==> config.mk <==
export PLATFORM = sky130hd
export DESIGN_NAME = fetch_pc_gen
export DESIGN_NICKNAME = d
export VERILOG_FILES = /design/src/rtl/fetch_pkg.sv /design/src/rtl/fetch_pc_gen_redir_arb.sv /design/src/rtl/fetch_pc_gen.sv
export SDC_FILE = /design/constraint.sdc
export NUM_CORES = 1
export LEC_CHECK = 0
export ABC_CLOCK_PERIOD_IN_PS = 5400
export BUFFER_PORTS_ARGS = -buffer_cell sky130_fd_sc_hd__buf_2
export CORE_AREA = 2 2 132 134
export DETAILED_ROUTE_END_ITERATION = 7
export DIE_AREA = 0 0 134 136
export GPL_TIMING_DRIVEN = 0
export PLACE_DENSITY = 0.76
export SLEW_MARGIN = 40
export SYNTH_ARGS = -nofsm -noshare
export SYNTH_HDL_FRONTEND = slang
export SYNTH_SLANG_ARGS = --single-unit
==> constraint.sdc <==
create_clock -name i_clk -period 5.4 [get_ports i_clk]
set_input_delay 1.35 -clock i_clk [delete_from_list [all_inputs] [get_ports i_clk]]
set_output_delay 1.35 -clock i_clk [all_outputs]
set_load 0.02 [all_outputs]
==> src/rtl/fetch_pkg.sv <==
// Shared types and constants for the fetch stage-0 PC generator.
//
// Holds the request bundle layout, the slot/offset geometry for the
// default fetch configuration and the PC generator state encoding.
// The PC generator itself derives its geometry from its own parameters,
// so these constants describe the default build only.
package fetch_pkg;

    localparam int unsigned XLEN_DEF        = 64;
    localparam int unsigned FETCH_BYTES_DEF = 16;
    localparam int unsigned SLOT_BYTES_DEF  = 4;
    localparam int unsigned EPOCH_W_DEF     = 3;

    localparam int unsigned SLOT_NUM = FETCH_BYTES_DEF / SLOT_BYTES_DEF;
    // PC bits that select the starting slot inside a fetch block.
    localparam int unsigned OFF_LSB  = $clog2(SLOT_BYTES_DEF);
    localparam int unsigned OFF_MSB  = $clog2(FETCH_BYTES_DEF) - 1;

    typedef struct packed {
        logic [XLEN_DEF-1:0]    pc;
        logic [SLOT_NUM-1:0]    mask;
        logic [EPOCH_W_DEF-1:0] epoch;
    } fetch_req_t;

    typedef enum logic {
        S_BOOT = 1'b0,
        S_RUN  = 1'b1
    } fsm_state_t;

endpackage

==> src/rtl/fetch_pc_gen_redir_arb.sv <==
// Fixed-priority redirect arbiter.
//
// Picks the highest-indexed asserted redirect source (the oldest pipeline
// stage has the highest index and therefore wins) and forwards its target.
//
// Ports:
//   i_valid  per-source redirect strobes
//   i_pc     per-source targets, source k at [k*XLEN +: XLEN]
//   o_valid  any source asserted
//   o_idx    index of the winning source (0 when none)
//   o_pc     target of the winning source (0 when none)
module redir_arb #(
    parameter int unsigned N     = 4,
    parameter int unsigned XLEN  = 64,
    parameter int unsigned IDX_W = 2
) (
    input  logic [N-1:0]      i_valid,
    input  logic [N*XLEN-1:0] i_pc,
    output logic              o_valid,
    output logic [IDX_W-1:0]  o_idx,
    output logic [XLEN-1:0]   o_pc
);

    always_comb begin
        o_valid = |i_valid;
        o_idx   = '0;
        o_pc    = '0;
        // Ascending scan: a later (higher) asserted index overrides earlier ones.
        for (int k = 0; k < int'(N); k++) begin
            if (i_valid[k]) begin
                o_idx = IDX_W'(k);
                o_pc  = i_pc[k*XLEN +: XLEN];
            end
        end
    end

endmodule

==> src/rtl/fetch_pc_gen.sv <==
// Fetch stage-0 PC generator.
//
// Produces fetch-block requests to the I-cache over a valid/ready
// handshake, follows prioritised redirects from later pipeline stages,
// tags each request with an epoch and a slot-valid mask, and limits the
// number of accepted-but-unretired requests with a credit counter.
//
// Ports:
//   i_clk, i_rstn     clock, asynchronous active-low reset
//   i_stall           freeze: no request issued (redirects still taken)
//   i_redir_valid     per-source redirect strobes (higher index wins)
//   i_redir_pc        per-source targets, source k at [k*XLEN +: XLEN]
//   i_fetch_ready     I-cache accepts the current request
//   i_fetch_retire    one earlier-accepted request has completed
//   o_fetch_valid     request valid
//   o_fetch_pc        slot-aligned request PC
//   o_fetch_mask      valid slots within the fetch block
//   o_fetch_epoch     epoch tag of the request
//   o_redir_src       index of the last accepted redirect source
//   o_credits         free request credits
module fetch_pc_gen
    import fetch_pkg::*;
#(
    parameter int unsigned     XLEN            = 64,
    parameter int unsigned     NUM_REDIR       = 4,
    parameter int unsigned     FETCH_BYTES     = 16,
    parameter int unsigned     SLOT_BYTES      = 4,
    parameter int unsigned     MAX_OUTSTANDING = 4,
    parameter int unsigned     EPOCH_W         = 3,
    parameter logic [XLEN-1:0] RESET_PC        = 'h8000_0000,
    localparam int unsigned    SRC_W  = (NUM_REDIR > 1) ? $clog2(NUM_REDIR) : 1,
    localparam int unsigned    CRED_W = $clog2(MAX_OUTSTANDING + 1),
    localparam int unsigned    SLOTS  = FETCH_BYTES / SLOT_BYTES
) (
    input  logic                      i_clk,
    input  logic                      i_rstn,
    input  logic                      i_stall,
    input  logic [NUM_REDIR-1:0]      i_redir_valid,
    input  logic [NUM_REDIR*XLEN-1:0] i_redir_pc,
    input  logic                      i_fetch_ready,
    input  logic                      i_fetch_retire,
    output logic                      o_fetch_valid,
    output logic [XLEN-1:0]           o_fetch_pc,
    output logic [SLOTS-1:0]          o_fetch_mask,
    output logic [EPOCH_W-1:0]        o_fetch_epoch,
    output logic [SRC_W-1:0]          o_redir_src,
    output logic [CRED_W-1:0]         o_credits
);

    localparam logic [XLEN-1:0]   BLOCK_MASK = XLEN'(FETCH_BYTES - 1);
    localparam logic [XLEN-1:0]   SLOT_MASK  = XLEN'(SLOT_BYTES - 1);
    localparam logic [CRED_W-1:0] CRED_MAX   = CRED_W'(MAX_OUTSTANDING);

    fsm_state_t         r_state;
    fsm_state_t         w_state_nxt;
    logic [XLEN-1:0]    r_pc;
    logic [XLEN-1:0]    w_pc_nxt;
    logic [EPOCH_W-1:0] r_epoch;
    logic [SRC_W-1:0]   r_redir_src;
    logic [CRED_W-1:0]  r_credits;
    logic [CRED_W-1:0]  w_credits_nxt;

    logic               w_redir_valid;
    logic [SRC_W-1:0]   w_redir_idx;
    logic [XLEN-1:0]    w_redir_pc;
    logic               w_valid;
    logic               w_fire;
    logic [SLOTS-1:0]   w_mask;

    redir_arb #(
        .N     (NUM_REDIR),
        .XLEN  (XLEN),
        .IDX_W (SRC_W)
    ) u_redir_arb (
        .i_valid (i_redir_valid),
        .i_pc    (i_redir_pc),
        .o_valid (w_redir_valid),
        .o_idx   (w_redir_idx),
        .o_pc    (w_redir_pc)
    );

    // FSM state register
    always_ff @(posedge i_clk or negedge i_rstn) begin
        if (!i_rstn) begin
            r_state <= S_BOOT;
        end else begin
            r_state <= w_state_nxt;
        end
    end

    // FSM next state and request valid. A redirect withdraws the request in
    // the same cycle so a stale-PC request can never be accepted.
    always_comb begin
        w_state_nxt = r_state;
        w_valid     = 1'b0;
        case (r_state)
            S_BOOT: begin
                w_state_nxt = S_RUN;
            end
            S_RUN: begin
                w_valid = !i_stall && (r_credits != '0) && !w_redir_valid;
            end
            default: begin
                w_state_nxt = S_BOOT;
            end
        endcase
    end

    assign w_fire = w_valid && i_fetch_ready;

    // Next PC: redirect target is slot-aligned; a sequential step moves to
    // the start of the following fetch block. Wrap at 2^XLEN is silent.
    always_comb begin
        w_pc_nxt = r_pc;
        if (w_redir_valid) begin
            w_pc_nxt = w_redir_pc & ~SLOT_MASK;
        end else if (w_fire) begin
            w_pc_nxt = (r_pc & ~BLOCK_MASK) + XLEN'(FETCH_BYTES);
        end
    end

    // Credits: fire consumes, retire refunds, both together cancel.
    // A retire with all credits free is a protocol error; hold at the max.
    always_comb begin
        w_credits_nxt = r_credits;
        if (w_fire && !i_fetch_retire) begin
            w_credits_nxt = r_credits - CRED_W'(1);
        end else if (!w_fire && i_fetch_retire && (r_credits != CRED_MAX)) begin
            w_credits_nxt = r_credits + CRED_W'(1);
        end
    end

    always_ff @(posedge i_clk or negedge i_rstn) begin
        if (!i_rstn) begin
            r_pc        <= RESET_PC;
            r_epoch     <= '0;
            r_redir_src <= '0;
            r_credits   <= CRED_MAX;
        end else begin
            r_pc      <= w_pc_nxt;
            r_credits <= w_credits_nxt;
            if (w_redir_valid) begin
                r_epoch     <= r_epoch + EPOCH_W'(1);
                r_redir_src <= w_redir_idx;
            end
        end
    end

    // Slot mask: slots before the entry slot of the block are invalid.
    if (SLOTS > 1) begin : g_mask
        localparam int unsigned L_OFF_LSB = $clog2(SLOT_BYTES);
        localparam int unsigned L_OFF_MSB = $clog2(FETCH_BYTES) - 1;
        logic [L_OFF_MSB-L_OFF_LSB:0] w_off;

        assign w_off = r_pc[L_OFF_MSB:L_OFF_LSB];

        always_comb begin
            w_mask = '0;
            for (int i = 0; i < int'(SLOTS); i++) begin
                w_mask[i] = (i >= int'(w_off));
            end
        end
    end else begin : g_mask_single
        assign w_mask = 1'b1;
    end

    assign o_fetch_valid = w_valid;
    assign o_fetch_pc    = r_pc;
    assign o_fetch_mask  = w_mask;
    assign o_fetch_epoch = r_epoch;
    assign o_redir_src   = r_redir_src;
    assign o_credits     = r_credits;

endmodule
==> metrics <==
minimum clock period after layout=4890 ps; RR Startpoint=o_credits[2]; total die area=18200 um^2; Avg WL per Cell=22.4 um; Iteration-0 DRC Markers=737; setup slack, reg-to-reg=2430 ps; synthesis-to-finish area growth=41.6%; multi-input logic area=3510 um^2; DRC Markers=0; Remaining Overflow, GRT=0; Final Wtd Congestion=0.911; Inst Count DP=roughly 1300; Layout Skew=6.54 ps; asr flop ratio synth=100%; status=finished clean; Power Dens Cells=263 nW/um^2; maximum clock frequency=between 0.2 and 0.25 GHz; Top FF cell, synth=dfrtp_1; critical path class=input port to output port; largest net degree at the start of global routing=40; clk sink count=71; depth of the most critical reg-to-reg path=9; setup TNS=0 ps; Synth Area in Simple Gates=23.2%; CTS buffer count=9; Final Hold Fails=0; Internal Power=1.34 mW; row count=48; vias in the first global route=around 7100; register area share after synthesis=about a third; NumNets Final=1304; setup repair after global routing missed its margin=false; initial antenna violation count=2; Reg area=1780 um^2; cts repair resizes=0; Synth Register Bits=71; HP Start=o_fetch_epoch[2]; Netlist cell types=61; final WL=28.4 mm; part of the power in the clock network=roughly a third; Synth top area share=31.0%; Period Utilization, post-route=90.5%; clock slew at reported path FFs=approximately 60 ps; worst hold path endpoint=o_fetch_epoch[2]; CTS max path bufs=2; IO Port Bufs=approximately 330; initial core utilization=33.0%; GR Util met1=39.8%; largest family of logic cells by synthesized area=compound AO/OA/AOI/OAI gates; number of synthesized flops with an enable pin=0; worst hold path cell count=1; CTS tree=yes; r2r endpoint=o_credits[2]; # H-tree levels=3; routed vias/inst=5.78; required time of the critical path=slightly above 4000 ps; most common cell after layout, fill and taps aside=buf_2; Peak VDD IR=169 uV; ANT nets after route=0; Synth area leaders=dfrtp_1, a22oi_1, a221oi_1; Worst setup EP type=output port; multiplexer area fraction after synthesis=less than 1%; Synth Area per Inst=8.02 um^2; Worst slew margin=approximately two fifths; Mapped Area=5570 um^2; yosys warns=0; Synth Area in Compound Gates=roughly 33%; Core ar.=16900 um^2; adder-cell share of the synthesized area=0.809%; Setup Buffers After CTS=0; Worst Tran Pin Value=about 900 ps; Tot GR Track Use=30.7%; Ports=342; Pleak=3.54 nW; Finished Layout Cells=1267; Max Slew Vio Count=0; Sw Pwr=0.733 mW; Worst setup SP type=input port; switching part of the total=35.4%; Arr. time, crit path=3540 ps; final setup vio count=0; Synth area leader=dfrtp_1; root buffer cell=clkbuf_16; fillers=~1700; share of cells above drive strength 1=36.7%; first-pass GRT wire length=~42 mm; Post-Syn Instances=694; combinational power share=31.5%; post-synthesis xor/xnor area fraction=approximately 5.2%; class of the worst hold path=flip-flop to flip-flop; M2 GR Usage=50.6%; most used routing layer=met2; number of iterations in the first detailed-routing pass=7; Layout Utilization=46.7%; Die H=136 um; CTS Hold Buffers Added=0; maxcap violations=0; sequential share of power=34.0%; Final HPWL DP=22.2 mm; Max FO, Critical Path=10; worst skew pair latency=350 ps; Vias=7317; most frequent cells in the layout=buf_2, dfrtp_1, nor2_1, a22oi_1, nand2_1; Die Width=134 um; met3 GRT Util=5.41%
==> flip-flops by register name, indices dropped and copies added (netlist names) <==
| name | count |
|---|---|
| r_state | 1 |
| o_fetch_pc | 62 |
| o_credits | 3 |
| o_redir_src | 2 |
| o_fetch_epoch | 3 |
==> routing by layer <==
| layer | part of all wire [%] | wire [um] | up-vias |
|---|---|---|---|
| li1 | - | - | 3367 |
| met1 | 41 | 11800 | 3481 |
| met2 | 47 | 13500 | 399 |
| met3 | 7.4 | 2100 | 68 |
| met4 | 3.7 | 1060 | 2 |
| met5 | 0.046 | 13 | - |
==> logic make-up (layout without fill, tap and decap cells) <==
kind of cell,after synthesis,in the layout
AO/OA/AOI/OAI,269,269
AND/OR/NAND/NOR,247,247
flip-flops,71,71
buffers and inverters,67,412
XOR/XNOR,33,33
adder cells (fa/ha/maj),3,3
other,2,5
multiplexers,2,2
==> Yosys cell counts (11+ instances only) <==
master / instances
nand4_1: 21
a21oi_1: 40
nand3_1: 29
a221oi_1: 46
xnor2_1: 25
clkbuf_1: 35
a2bb2oi_1: 14
dfrtp_1: 69
nor3_1: 17
inv_1: 11
o21ai_0: 55
nand2_1: 58
nor2_1: 61
a22oi_1: 60
==> metrics by stage <==
step / power (mW) / area [um^2] / worst slack (ps) / hold WS [ps]
3_5_place_dp: 1.36 / 7520 / 304 / 465
2_1_floorplan: 1.05 / 5570 / 1230 / 581
5_1_grt: 2.16 / 7880 / 454 / 507
4_1_cts: 2.07 / 7870 / 359 / 478
6_report: 2.07 / 7880 / 511 / 475
3_3_place_gp: 1.34 / 7500 / 372 / 459
==> layout make-up <==
| cell class | instances | share of cell area (%) |
|---|---|---|
| buffer | 55 | 3.06 |
| sequential | 71 | 22.6 |
| clock buffer | 10 | 3.03 |
| tap | 225 | 3.57 |
| multi-input combinational | 558 | 44.6 |
| timing repair buffer | 329 | 21.2 |
| clock inverter | 6 | 1.37 |
| inverter | 12 | 0.572 |
| antenna | 1 | 0.0318 |
==> critical path, cell delays in order <==
cell	delay, ps
clkbuf_1	160
or2_2	300
buf_2	190
nor3_4	460
clkbuf_1	570
and3_1	310
buf_2	200
==> worst max-delay path by stage <==
stage	startpoint	endpoint	slack, ps
floorplan	i_redir_valid[2]	o_fetch_valid	1230
global placement	i_redir_valid[2]	o_fetch_valid	370
detailed placement	i_redir_valid[2]	o_fetch_valid	300
CTS	i_redir_valid[2]	o_fetch_valid	360
global route	i_redir_valid[2]	o_fetch_valid	450
finish	i_redir_valid[2]	o_fetch_valid	510
==> power by group through the flow <==
stage / registers [mW] / clock network, mW / logic (mW)
2_1_floorplan: 0.780 / 0 / 0.274
3_3_place_gp: 0.707 / 0 / 0.635
3_5_place_dp: 0.710 / 0 / 0.648
4_1_cts: 0.701 / 0.719 / 0.650
5_1_grt: 0.717 / 0.737 / 0.711
6_report: 0.705 / 0.713 / 0.652
Power figures use the tool's default switching activity.
